## src/rtl/transpose_network_sequencer.sv

```systemverilog
`default_nettype none
// ============================================================================
// Module   : transpose_network_sequencer
// Purpose  : Sequences a STAGES-deep pipeline of single-switch transpose
//            stages that moves one N_ROWS x N_ROWS matrix, one row per beat.
//            Accepts rows from the source, drives the per-stage swap select,
//            the global stage advance enable and the output valid/last flags
//            aligned with the network output register.
// Revision : 1.0 - initial release
// ----------------------------------------------------------------------------
// Parameters
//   N_ROWS     rows (beats) per matrix, power of two, >= 2
//   STAGES     number of switch stages, equal to log2(N_ROWS)
//   STAGE_LAT  register cycles per switch stage (>= 1)
// Ports
//   clk        clock, all state on rising edge
//   rst_n      asynchronous active-low reset
//   start      request to begin a new matrix
//   in_valid   source presents a row
//   in_ready   sequencer accepts a row this cycle
//   out_ready  sink accepts network output
//   out_valid  network output row valid
//   out_last   output row is the final row of its matrix
//   advance    enable for every switch-stage register (0 = hold)
//   ctrl       swap select per stage, ctrl[s] drives stage s
//   row_idx    index of the next row to accept
//   busy       sequencer is not idle
//   done       one-cycle pulse when the final row leaves the output
// Build option
//   BACK_TO_BACK_EN : when defined, a new matrix may start on the last
//                     accept of the current one or at any time during its
//                     drain, overlapping the drain with the next load.
// ============================================================================
module transpose_network_sequencer #(
  parameter int N_ROWS    = 4,
  parameter int STAGES    = 2,
  parameter int STAGE_LAT = 1
) (
  input  logic                      clk,
  input  logic                      rst_n,
  input  logic                      start,
  input  logic                      in_valid,
  output logic                      in_ready,
  input  logic                      out_ready,
  output logic                      out_valid,
  output logic                      out_last,
  output logic                      advance,
  output logic [STAGES-1:0]         ctrl,
  output logic [$clog2(N_ROWS)-1:0] row_idx,
  output logic                      busy,
  output logic                      done
);

  localparam int            IW       = $clog2(N_ROWS);
  localparam int            L        = STAGES * STAGE_LAT;
  localparam logic [IW-1:0] LAST_IDX = IW'(N_ROWS - 1);

  typedef enum logic [1:0] {
    S_IDLE  = 2'd0,
    S_LOAD  = 2'd1,
    S_DRAIN = 2'd2
  } state_t;

  state_t        r_state;
  logic [IW-1:0] r_row_idx;

  // Shadow of the switch network: register k carries the {valid, row index}
  // of the beat currently held in network register k (k = 1..L).
  logic          r_pv [1:L];
  logic [IW-1:0] r_pi [1:L];

  // Slot view: slot 0 is the beat being accepted this cycle, slot k>0 is
  // the beat held in register k.
  logic          w_slot_v [0:L-1];
  logic [IW-1:0] w_slot_i [0:L-1];

  logic w_stall;
  logic w_in_fire;
  logic w_mid_busy;
  logic w_drain_empty;

  // --------------------------------------------------------------------------
  // Flow control
  // --------------------------------------------------------------------------
  // A beat sitting in the output register that the sink refuses freezes the
  // whole network, including the source side.
  assign w_stall   = r_pv[L] & ~out_ready;
  assign advance   = ~w_stall;
  assign in_ready  = (r_state == S_LOAD) & ~w_stall;
  assign w_in_fire = in_valid & in_ready;

  always_comb begin
    w_slot_v[0] = w_in_fire;
    w_slot_i[0] = r_row_idx;
    for (int k = 1; k < L; k++) begin
      w_slot_v[k] = r_pv[k];
      w_slot_i[k] = r_pi[k];
    end
  end

  // Any valid beat still travelling through the network before the output
  // register keeps the drain open.
  always_comb begin
    w_mid_busy = 1'b0;
    for (int k = 1; k < L; k++) begin
      w_mid_busy = w_mid_busy | r_pv[k];
    end
  end

  // After this edge the network is empty: nothing upstream of the output
  // register, and the output beat (if any) is being taken.
  assign w_drain_empty = ~w_mid_busy & ~w_stall;

  // --------------------------------------------------------------------------
  // Swap selects: stage s swaps on bit s of the row index of the beat that
  // enters its register. Stage 0 sees the beat being accepted right now, so
  // its select is combinational from the handshake.
  // --------------------------------------------------------------------------
  for (genvar s = 0; s < STAGES; s++) begin : g_ctrl
    assign ctrl[s] = w_slot_v[s*STAGE_LAT] & w_slot_i[s*STAGE_LAT][s];
  end

  // --------------------------------------------------------------------------
  // Output side
  // --------------------------------------------------------------------------
  assign out_valid = r_pv[L];
  assign out_last  = r_pv[L] & (r_pi[L] == LAST_IDX);
  assign done      = out_valid & out_ready & out_last;
  assign busy      = (r_state != S_IDLE);
  assign row_idx   = r_row_idx;

  // --------------------------------------------------------------------------
  // Valid / index shift register, moves in lock-step with the network.
  // --------------------------------------------------------------------------
  always_ff @(posedge clk or negedge rst_n) begin
    if (!rst_n) begin
      for (int k = 1; k <= L; k++) begin
        r_pv[k] <= 1'b0;
        r_pi[k] <= '0;
      end
    end else if (advance) begin
      for (int k = 1; k <= L; k++) begin
        r_pv[k] <= w_slot_v[k-1];
        r_pi[k] <= w_slot_i[k-1];
      end
    end
  end

  // --------------------------------------------------------------------------
  // Sequencer FSM and accept counter. row_idx only moves on an accept, and
  // no accept can happen during a stall, so it holds automatically then.
  // --------------------------------------------------------------------------
  always_ff @(posedge clk or negedge rst_n) begin
    if (!rst_n) begin
      r_state   <= S_IDLE;
      r_row_idx <= '0;
    end else begin
      case (r_state)
        S_IDLE: begin
          if (start) begin
            r_state   <= S_LOAD;
            r_row_idx <= '0;
          end
        end

        S_LOAD: begin
          if (w_in_fire) begin
            if (r_row_idx == LAST_IDX) begin
              r_row_idx <= '0;
`ifdef BACK_TO_BACK_EN
              // A start seen with the final row chains straight into the
              // next matrix; the current one drains underneath it.
              r_state   <= start ? S_LOAD : S_DRAIN;
`else
              r_state   <= S_DRAIN;
`endif
            end else begin
              r_row_idx <= r_row_idx + IW'(1);
            end
          end
        end

        S_DRAIN: begin
`ifdef BACK_TO_BACK_EN
          if (start) begin
            r_state   <= S_LOAD;
            r_row_idx <= '0;
          end else if (w_drain_empty) begin
            r_state   <= S_IDLE;
          end
`else
          // A start arriving together with the final handshake is dropped.
          if (w_drain_empty) begin
            r_state <= S_IDLE;
          end
`endif
        end

        default: begin
          r_state   <= S_IDLE;
          r_row_idx <= '0;
        end
      endcase
    end
  end

endmodule
`default_nettype wire

```

## config.mk

```make
export PLATFORM = sky130hd
export DESIGN_NAME = transpose_network_sequencer
export DESIGN_NICKNAME = d
export VERILOG_FILES = /design/src/rtl/transpose_network_sequencer.sv
export SDC_FILE = /design/constraint.sdc
export NUM_CORES = 1
export LEC_CHECK = 0
export BUFFER_PORTS_ARGS = -buffer_cell sky130_fd_sc_hd__buf_4
export CORE_AREA = 2 2 39 41
export DETAILED_ROUTE_END_ITERATION = 7
export DIE_AREA = 0 0 41 43
export GPL_TIMING_DRIVEN = 0
export SYNTH_ARGS = -nofsm -noshare
export SYNTH_HDL_FRONTEND = slang
export SYNTH_SLANG_ARGS = --single-unit
```

## constraint.sdc

```tcl
create_clock -name clk -period 2.33 [get_ports clk]
set_input_delay 0.3495 -clock clk [delete_from_list [all_inputs] [get_ports clk]]
set_output_delay 0.3495 -clock clk [all_outputs]
set_load 0.05 [all_outputs]
```

==> results of run 1 <==
power by group through the flow:
stage / registers [mW] / logic, mW / clock network (mW)
3_5_place_dp: 0.318 / 0.563 / 0
3_3_place_gp: 0.315 / 0.559 / 0
2_1_floorplan: 0.387 / 0.341 / 0
6_report: 0.313 / 0.561 / 0.153
4_1_cts: 0.315 / 0.568 / 0.159
5_1_grt: 0.326 / 0.604 / 0.167
cells by family (layout without fill, tap and decap cells):
family | after synthesis | in the layout
adders and majority gates | 1 | 1
DFF | 10 | 10
AOI/OAI and AO/OA | 6 | 6
and+or+nand+nor | 31 | 31
buffers and inverters | 5 | 24
placed cells by master (no fill, tap or decap):
master	count
inv_1	3
a32o_2	1
and2b_1	1
a311oi_2	1
buf_6	1
inv_6	1
nor2b_4	1
nor2b_1	1
dlygate4sd3_1	1
nor2_1	2
o221ai_1	1
nand2b_1	1
and3_2	2
and2_1	2
and2_4	1
clkbuf_8	1
nor3_1	1
nand3_1	1
dfrtp_1	10
nand4_1	1
or2_2	1
nand2_1	16
o211ai_1	3
buf_4	14
clkbuf_4	3
ha_1	1
metrics by stage:
step | setup slack (ps) | instances | hold WS, ps | area, µm² | util, %
2_1_floorplan | 49.54 | 53 | 53.91 | 511.7 | -
3_5_place_dp | 668.5 | 83 | 185.7 | 636.9 | 46.02
4_1_cts | 455.1 | 88 | 369.7 | 683.2 | 49.37
6_report | 472.3 | 88 | 366.1 | 683.2 | 49.37
3_3_place_gp | 659.5 | 83 | 187.0 | 636.9 | 46.02
5_1_grt | 379.5 | 88 | 374.4 | 683.2 | 49.37
sequential cells by signal (all words and copies together) (netlist names):
register and cells:
out_valid 1, r_pi 4, row_idx 2, w_mid_busy 1
r_state 2
final timing paths:
kind | startpoint | end | depth (start not counted)
max | out_valid$_DFFE_PN0N_ | ctrl[0] | 6
min | in_valid | w_mid_busy$_DFFE_PN0N_ | 3
max reg2reg | out_valid$_DFFE_PN0N_ | r_state[1]$_DFFE_PN0P_ | 5
min reg2reg | r_pi[0]$_DFFE_PN0N_ | r_pi[0]$_DFFE_PN0N_ | 2
max in group asynchronous | rst_n | r_pi[1]$_DFFE_PN0N_ | 2
min in group asynchronous | rst_n | row_idx[0]$_DFFE_PN0P_ | 2
tightest hold or removal path, delay by kind of cell:
kind,cells,cell delay [ps]
buffers and inverters,1,90
AND/OR/NAND/NOR,2,150
layout make-up:
class | count | area (µm²)
fillers | 137 | 700.7
flip-flops and latches | 10 | 250.2
multi-input cells | 38 | 230.2
repair buffers | 15 | 115.1
clock buffers | 4 | 36.28
inverters | 4 | 20.02
well taps | 16 | 20.02
plain buffers | 1 | 11.26
routing by layer:
metal	vias up	track usage (%)	part of all wire, %
met2	11	18.44	46
met3	2	4.712	4.9
li1	217	-	-
met5	-	0	0
met1	205	19.87	47
met4	0	8.000	1.2
==> run_results.csv, run 1 <==
group,metric,value,unit
placement,routabilityCongestion,0.6954,
logic_synthesis,synth_top_flop_cell,"dfrtp_1",
logic_synthesis,yosysSeqAreaShare,48.90,%
timing,fin_tns_setup,0,ps
detailed_routing,dr.pass1.iters,4,
floorplanning,rows,14,
worst_setup_path,arrival,1510,ps
timing,final_max_slew_viol_count,0,
detailed_routing,vias,435,
timing,fin_skew,1.815,ps
timing,grt_setup_unrepaired,"no",
power_and_ir_drop,power_frac_clock,14.9,%
clock_network,cts_buffers,3,
logic_synthesis,post-synth-top-count-cell,"nand2_1",
detailed_routing,ant_nets,0,
clock_network,clk_pin_slew_worst_paths,60,ps
logic_synthesis,synth_top_area_share,48.90,%
worst_setup_path,critPathSlowestCell,"dfrtp_1",
logic_synthesis,async_reset_ff_share,100.0,%
power_and_ir_drop,p_per_area,1502,nW/µm²
clock_network,cts_hold_buf,1,
detailed_routing,drc,0,
global_route,grt_max_degree,11,
floorplanning,die_area,1763,µm²
timing,setup_viol,0,
layout,nets,79,
worst_setup_path,path_class,"reg -> out",
global_route,grt_pass1_wl,1649,µm
logic_synthesis,synth_fa_ha_area_share,2.445,%
global_route,grt_pass1_vias,382,
timing,fmax,538.3,MHz
detailed_routing,drt_iter0_drc,4,
logic_synthesis,synth.area.top_cells,"dfrtp_1, nand2_1, o211ai_1",
worst_setup_path,crit_fanout,9,
logic_synthesis,yosysWarnings,0,
clock_network,cts_resized,0,
clock_network,cts_tree,"yes",
detailed_routing,post_drt_wl_per_cell,10.92,µm
worst_setup_path,crit_path_end_kind,"output pin",
placement,hpwlAfterDp,732.9,µm
clock_network,clockRootBuffer,"clkbuf_4",
logic_synthesis,synth_top_family_by_area,"simple AND/OR/NAND/NOR gates",
power_and_ir_drop,pwr-share-comb,54.6,%
worst_setup_path,cp.required,1980,ps
detailed_routing,viasPerCell,4.943,
global_route,antenna_found_initial,0,
global_route,overflow,0,
power_and_ir_drop,switching_share,47.78,%
timing,worst_slew_pin_slew,209.2,ps
clock_network,h-tree-depth,1,
logic_synthesis,syn-num-nets,59,
worst_setup_path,critPathLaunchType,"register",
layout,drive_above_1_share,37.50,%
run,max_cap_violations,0,
logic_synthesis,synthCells,53,
logic_synthesis,synthDistinctLibCells,22,
detailed_routing,wl,961,µm
global_route,grt.total_usage,14.15,%
timing,hold_violations,0,
worst_setup_path,regToRegSetupSlack,1110,ps
logic_synthesis,synth_area,511.7,µm²
outcome,status,"finished, final reports clean",
floorplanning,core-area,1384,µm²
floorplanning,die_h,43,µm
clock_network,worstSkewPairLatency,260,ps
layout,antenna_cells,0,
worst_setup_path,critPathBufInv,3,
logic_synthesis,avgSynthCellArea,9.655,µm²
floorplanning,initial_utilization,36.98,%
floorplanning,ios,15,
logic_synthesis,ys_seq_elements,10,
clock_network,post_cts.repair.setup_buffers,0,
power_and_ir_drop,p_int,0.5359,mW
logic_synthesis,synth-edff-count,0,
clock_network,cts.sink_count,10,
logic_synthesis,yosys.area_share.simple,31.30,%
power_and_ir_drop,p_leak,0.3604,nW
timing,period_share,79.73,%
worst_setup_path,crit_chain,"nor2b_4 -> buf_6 -> inv_6 -> and2_4 -> and3_2 -> buf_4",
floorplanning,die_w,41,µm
clock_network,cts_buffer_depth,2,
timing,slew_headroom,86.05,%
power_and_ir_drop,p_switching,0.4903,mW
power_and_ir_drop,sequentialPowerShare,30.5,%
logic_synthesis,yosys-top-cells-count,"nand2_1, dfrtp_1, inv_1, o211ai_1",
logic_synthesis,synth_xor_area_share,0,%
logic_synthesis,synth_top_area_cell,"dfrtp_1",
logic_synthesis,synth_mux_area_share,0,%
worst_hold_path,hold_class,"in -> reg",
logic_synthesis,synth-compound-area-share,11.25,%
placement,io_buffers,14,
worst_setup_path,cp_top_family,"simple AND/OR/NAND/NOR gates",
layout,syn_to_final_growth,33.50,%
power_and_ir_drop,peakVddDrop,722.8,µV
timing,period_minus_slack,1858,ps
worst_setup_path,cpPeakStageDelay,390,ps
power_and_ir_drop,p_total,1.026,mW
Power figures use the tool's default switching activity.
==> run 2: changes to the inputs <==
==> constraint.sdc (replaced) <==
create_clock -name clk -period 1.56 [get_ports clk]
set_input_delay 0.234 -clock clk [delete_from_list [all_inputs] [get_ports clk]]
set_output_delay 0.234 -clock clk [all_outputs]
set_load 0.05 [all_outputs]
==> run_results.csv, run 2 (synthesis results as in run 1) <==
group,metric,value,unit
timing,final_max_slew_viol_count,0,
worst_setup_path,rr_worst_depth,5,
clock_network,worstSkewPairLatency,260,ps
worst_setup_path,arrival,1350,ps
timing,hold_violations,0,
floorplanning,core-area,1384,µm²
timing,period_share,101.6,%
run,max_cap_violations,0,
global_route,grt.total_usage,14.45,%
detailed_routing,vias,429,
floorplanning,ios,15,
global_route,grt_pass1_wl,1662,µm
timing,worst_slew_pin_slew,230.4,ps
clock_network,cts_buffer_depth,2,
global_route,grt_max_degree,11,
layout,syn_to_final_growth,47.19,%
timing,period_minus_slack,1586,ps
timing,fmax,630.7,MHz
worst_hold_path,hold_depth,3,
clock_network,clk_pin_slew_worst_paths,70,ps
placement,hpwlAfterDp,717.1,µm
layout,largest_reg_flops,4,
detailed_routing,ant_nets,0,
detailed_routing,dr.pass1.iters,4,
clock_network,h-tree-depth,1,
worst_setup_path,cp.required,1330,ps
global_route,grt_pass1_vias,396,
layout,drive_above_1_share,46.67,%
detailed_routing,viasPerCell,4.714,
timing,fin_tns_setup,-25.56,ps
detailed_routing,drc,0,
layout,nets,82,
floorplanning,die_w,41,µm
timing,slew_headroom,84.64,%
layout,fin_cells,91,
worst_setup_path,critPathLaunchType,"register",
clock_network,cts_buffers,3,
detailed_routing,drt_iter0_drc,8,
power_and_ir_drop,peakVddDrop,933.9,µV
layout,layout_commonest_cell,"nand2_1",
worst_setup_path,r2r_end,"r_state[1]$_DFFE_PN0P_",
worst_setup_path,regToRegSetupSlack,290,ps
layout,antenna_cells,0,
layout,stdcell_area,753.2,µm²
detailed_routing,post_drt_wl_per_cell,11.18,µm
timing,worst_slack,-25.56,ps
placement,routabilityCongestion,0.7054,
clock_network,cts.sink_count,10,
timing,fin_skew,1.264,ps
worst_setup_path,cpPeakStageDelay,460,ps
layout,fillers,136,
global_route,antenna_found_initial,0,
worst_setup_path,r2r_start,"out_valid$_DFFE_PN0N_",
worst_hold_path,hold_start,"in_valid",
outcome,failed_checks,"negative setup slack",
outcome,status,"finished with violations",
worst_setup_path,path_class,"reg -> out",
clock_network,clockRootBuffer,"clkbuf_4",
placement,io_buffers,14,
floorplanning,initial_utilization,36.98,%
layout,top_register,"r_pi",
timing,worst_hold_slack,251.0,ps
worst_hold_path,min_to,"w_mid_busy$_DFFE_PN0N_",
power_and_ir_drop,p_leak,0.3819,nW
global_route,overflow,0,
floorplanning,die_h,43,µm
worst_setup_path,critPathSlowestCell,"dfrtp_2",
placement,place_area,661.9,µm²
timing,grt_setup_unrepaired,"yes",
worst_setup_path,crit_path_end_kind,"output pin",
clock_network,cts_tree,"yes",
worst_hold_path,hold_class,"in -> reg",
floorplanning,rows,14,
timing,setup_viol,1,
floorplanning,die_area,1763,µm²
worst_setup_path,crit_fanout,7,
power_and_ir_drop,p_per_area,2202,nW/µm²
layout,layout_common_cells,"nand2_1, buf_4, dfrtp_1",
placement,place_ws,76.37,ps
worst_setup_path,crit_chain,"and2b_2 -> and3_4 -> buf_8",
detailed_routing,wl,1017,µm
placement,dp_cells,83,
-- run 2: cell count changes in the layout (fill, tap and decap cells not counted), sizes merged --
| cell | previous run | this run |
|---|---|---|
| buf | 15 | 18 |
-- run 2: worst max path at each step --
stage,start,to,slack (ps),depth (start not counted)
CTS,out_valid$_DFFE_PN0N_,ctrl[0],-40,5
floorplan,out_valid$_DFFE_PN0N_,ctrl[0],-10,5
detailed placement,out_valid$_DFFE_PN0N_,ctrl[0],80,6
finish,r_state[1]$_DFFE_PN0P_,ctrl[0],-30,3
global route,out_valid$_DFFE_PN0N_,ctrl[0],-70,5
global placement,out_valid$_DFFE_PN0N_,ctrl[0],70,6
-- run 2: per-layer routing --
| layer | vias up | GRT usage (%) | part of all wire (%) |
|---|---|---|---|
| met2 | 12 | 18.75 | 44 |
| li1 | 224 | - | - |
| met3 | 2 | 3.665 | 5.5 |
| met5 | - | 0 | 0 |
| met1 | 191 | 21.14 | 50 |
| met4 | 0 | 8.000 | 0.79 |
-- run 2: power breakdown --
group          internal, mW  switching, mW
logic                 0.366          0.587
registers             0.372          0.100
clock network         0.142         0.0916
-- run 2: through the flow --
stage	total power, mW	utilization [%]
floorplan	1.133	-
global placement	1.355	47.83
detailed placement	1.363	47.83
CTS	1.655	53.53
global route	1.765	54.43
finish	1.658	54.43
-- run 2: area by class of cell --
type	count	area, µm²	area share, %
clock buffers	4	36.28	4.817
flip-flops and latches	10	252.7	33.55
inverters	4	27.53	3.654
repair buffers	19	163.9	21.76
multi-input cells	38	252.7	33.55
well taps	16	20.02	2.658
-- run 2: repair_timing --
item / CTS / global route
hold buffers: 1 / 0
setup buffers: 4 / 0
endpoints found under the hold margin: 10 / 0
endpoints found under the setup margin: 1 / 3
gates resized for setup: 5 / 4
-- run 2: critical path: cells and delay by family (launching register included) --
| family | cells | cell delay (ps) |
|---|---|---|
| flops | 1 | 460 |
| buf+inv | 1 | 140 |
| simple gates | 2 | 490 |
==> run 3: changes to the inputs <==
--- a/config.mk
+++ b/config.mk
@@ -6,10 +6,11 @@
 export NUM_CORES = 1
 export LEC_CHECK = 0
 export BUFFER_PORTS_ARGS = -buffer_cell sky130_fd_sc_hd__buf_4
-export CORE_AREA = 2 2 39 41
+export CORE_MARGIN = 2
+export CORE_UTILIZATION = 39
 export DETAILED_ROUTE_END_ITERATION = 7
-export DIE_AREA = 0 0 41 43
 export GPL_TIMING_DRIVEN = 0
+export PLACE_DENSITY = 0.65
 export SYNTH_ARGS = -nofsm -noshare
 export SYNTH_HDL_FRONTEND = slang
 export SYNTH_SLANG_ARGS = --single-unit
==> run_results.csv, run 3 (synthesis results as in run 1) <==
group,metric,value,unit
clock_network,clk_pin_slew_worst_paths,70,ps
worst_setup_path,crit_path_end_kind,"output pin",
global_route,grt_pass1_wl,1656,µm
layout,fin_cells,92,
layout,layout_common_cells,"buf_4, nand2_1, dfrtp_1",
clock_network,cts.sink_count,10,
worst_setup_path,cp.depth,5,
timing,fin_skew,8.243,ps
detailed_routing,ant_nets,0,
worst_setup_path,rr_worst_depth,6,
detailed_routing,viasPerCell,4.957,
detailed_routing,dr.pass1.iters,4,
timing,hold_violations,0,
timing,grt_setup_unrepaired,"yes",
detailed_routing,drc,0,
layout,antenna_cells,0,
detailed_routing,post_drt_wl_per_cell,11.60,µm
outcome,status,"finished with violations",
floorplanning,rows,13,
placement,place_area,660.6,µm²
layout,largest_reg_flops,4,
clock_network,h-tree-depth,1,
global_route,grt_pass1_vias,397,
layout,top_register,"r_pi",
floorplanning,die_area,1618,µm²
clock_network,cts_tree,"yes",
clock_network,cts_buffers,3,
worst_setup_path,path_class,"reg -> out",
worst_setup_path,critPathSlowestCell,"dfrtp_2",
layout,stdcell_area,753.2,µm²
worst_setup_path,critPathBufInv,2,
global_route,grt_max_degree,11,
worst_setup_path,cpPeakStageDelay,360,ps
timing,fin_tns_setup,-32.78,ps
power_and_ir_drop,p_leak,0.3839,nW
clock_network,worstSkewPairLatency,270,ps
timing,fmax,627.8,MHz
timing,period_minus_slack,1593,ps
timing,worst_slew_pin_slew,219.0,ps
clock_network,cts_buffer_depth,2,
floorplanning,initial_utilization,40.34,%
outcome,failed_checks,"negative setup slack",
timing,worst_slack,-32.78,ps
worst_setup_path,crit_fanout,2,
worst_setup_path,cp.required,1330,ps
worst_setup_path,critPathLaunchType,"register",
timing,slew_headroom,85.37,%
layout,syn_to_final_growth,47.19,%
timing,setup_viol,1,
layout,nets,84,
global_route,overflow,0,
placement,routabilityCongestion,0.7817,
timing,period_share,102.1,%
worst_setup_path,cp_top_family,"simple AND/OR/NAND/NOR gates",
layout,layout_commonest_cell,"buf_4",
global_route,antenna_found_initial,0,
global_route,grt.total_usage,16.36,%
clock_network,clockRootBuffer,"clkbuf_4",
placement,dp_cells,82,
floorplanning,die_h,40.23,µm
power_and_ir_drop,peakVddDrop,903.1,µV
layout,drive_above_1_share,46.75,%
floorplanning,ios,15,
detailed_routing,drt_iter0_drc,6,
timing,worst_hold_slack,242.5,ps
placement,hpwlAfterDp,730.8,µm
power_and_ir_drop,p_per_area,2160,nW/µm²
placement,place_ws,72.70,ps
worst_setup_path,crit_chain,"nor2b_4 -> inv_12 -> and2_4 -> and3_4 -> buf_8",
timing,final_max_slew_viol_count,0,
floorplanning,die_w,40.23,µm
run,max_cap_violations,0,
detailed_routing,vias,456,
floorplanning,core-area,1269,µm²
placement,io_buffers,14,
worst_hold_path,hold_class,"in -> reg",
worst_hold_path,hold_depth,3,
worst_setup_path,arrival,1360,ps
layout,fillers,122,
detailed_routing,wl,1067,µm
-- run 3: per-stage QoR --
stage | util [%] | power, mW
after floorplan | - | 1.133
after global placement | 52.07 | 1.346
after detailed placement | 52.07 | 1.357
after CTS | 57.50 | 1.605
after global routing | 59.37 | 1.750
final | 59.37 | 1.627
-- run 3: area by class of cell --
class | instances | area (µm²) | share of cell area, %
clock buffer | 4 | 26.28 | 3.488
multi-input combinational | 38 | 252.7 | 33.55
inverter | 4 | 27.53 | 3.654
sequential | 10 | 252.7 | 33.55
timing repair buffer | 21 | 175.2 | 23.26
tap | 15 | 18.77 | 2.492
-- run 3: worst register-to-register path: stages, from the launching register on --
cell and delay (ps):
dfrtp_2 360, nor2b_4 250, inv_12 30, and2_4 130, buf_4 120, buf_4 140
a32o_2 260
-- run 3: worst paths after layout --
path,slack (ps),startpoint,endpoint
max,-30,out_valid$_DFFE_PN0N_,ctrl[0]
min,240,in_valid,w_mid_busy$_DFFE_PN0N_
max reg2reg,160,out_valid$_DFFE_PN0N_,r_state[1]$_DFFE_PN0P_
min reg2reg,480,r_pi[2]$_DFFE_PN0N_,r_pi[2]$_DFFE_PN0N_
max in group asynchronous,1080,rst_n,r_state[1]$_DFFE_PN0P_
min in group asynchronous,330,rst_n,r_pi[1]$_DFFE_PN0N_
-- run 3: timing repair --
item / CTS / global route
setup buffers: 4 / 2
endpoints found under the hold margin: 10 / 0
hold buffers: 1 / 0
gates resized for setup: 5 / 3
setup endpoints to repair: 1 / 3
-- run 3: routing by layer --
layer | up-vias | GRT usage [%] | part of all wire (%)
li1 | 225 | - | -
met1 | 213 | 21.03 | 43
met2 | 18 | 23.79 | 48
met3 | 0 | 10.00 | 8.2
met4 | 0 | 2.500 | 0
met5 | - | 0 | 0
-- run 3: power breakdown --
part / switching, mW / total [mW] / internal [mW]
logic: 0.586 / 0.963 / 0.377
clock network: 0.0895 / 0.188 / 0.0988
registers: 0.103 / 0.475 / 0.372
total: 0.779 / 1.63 / 0.848
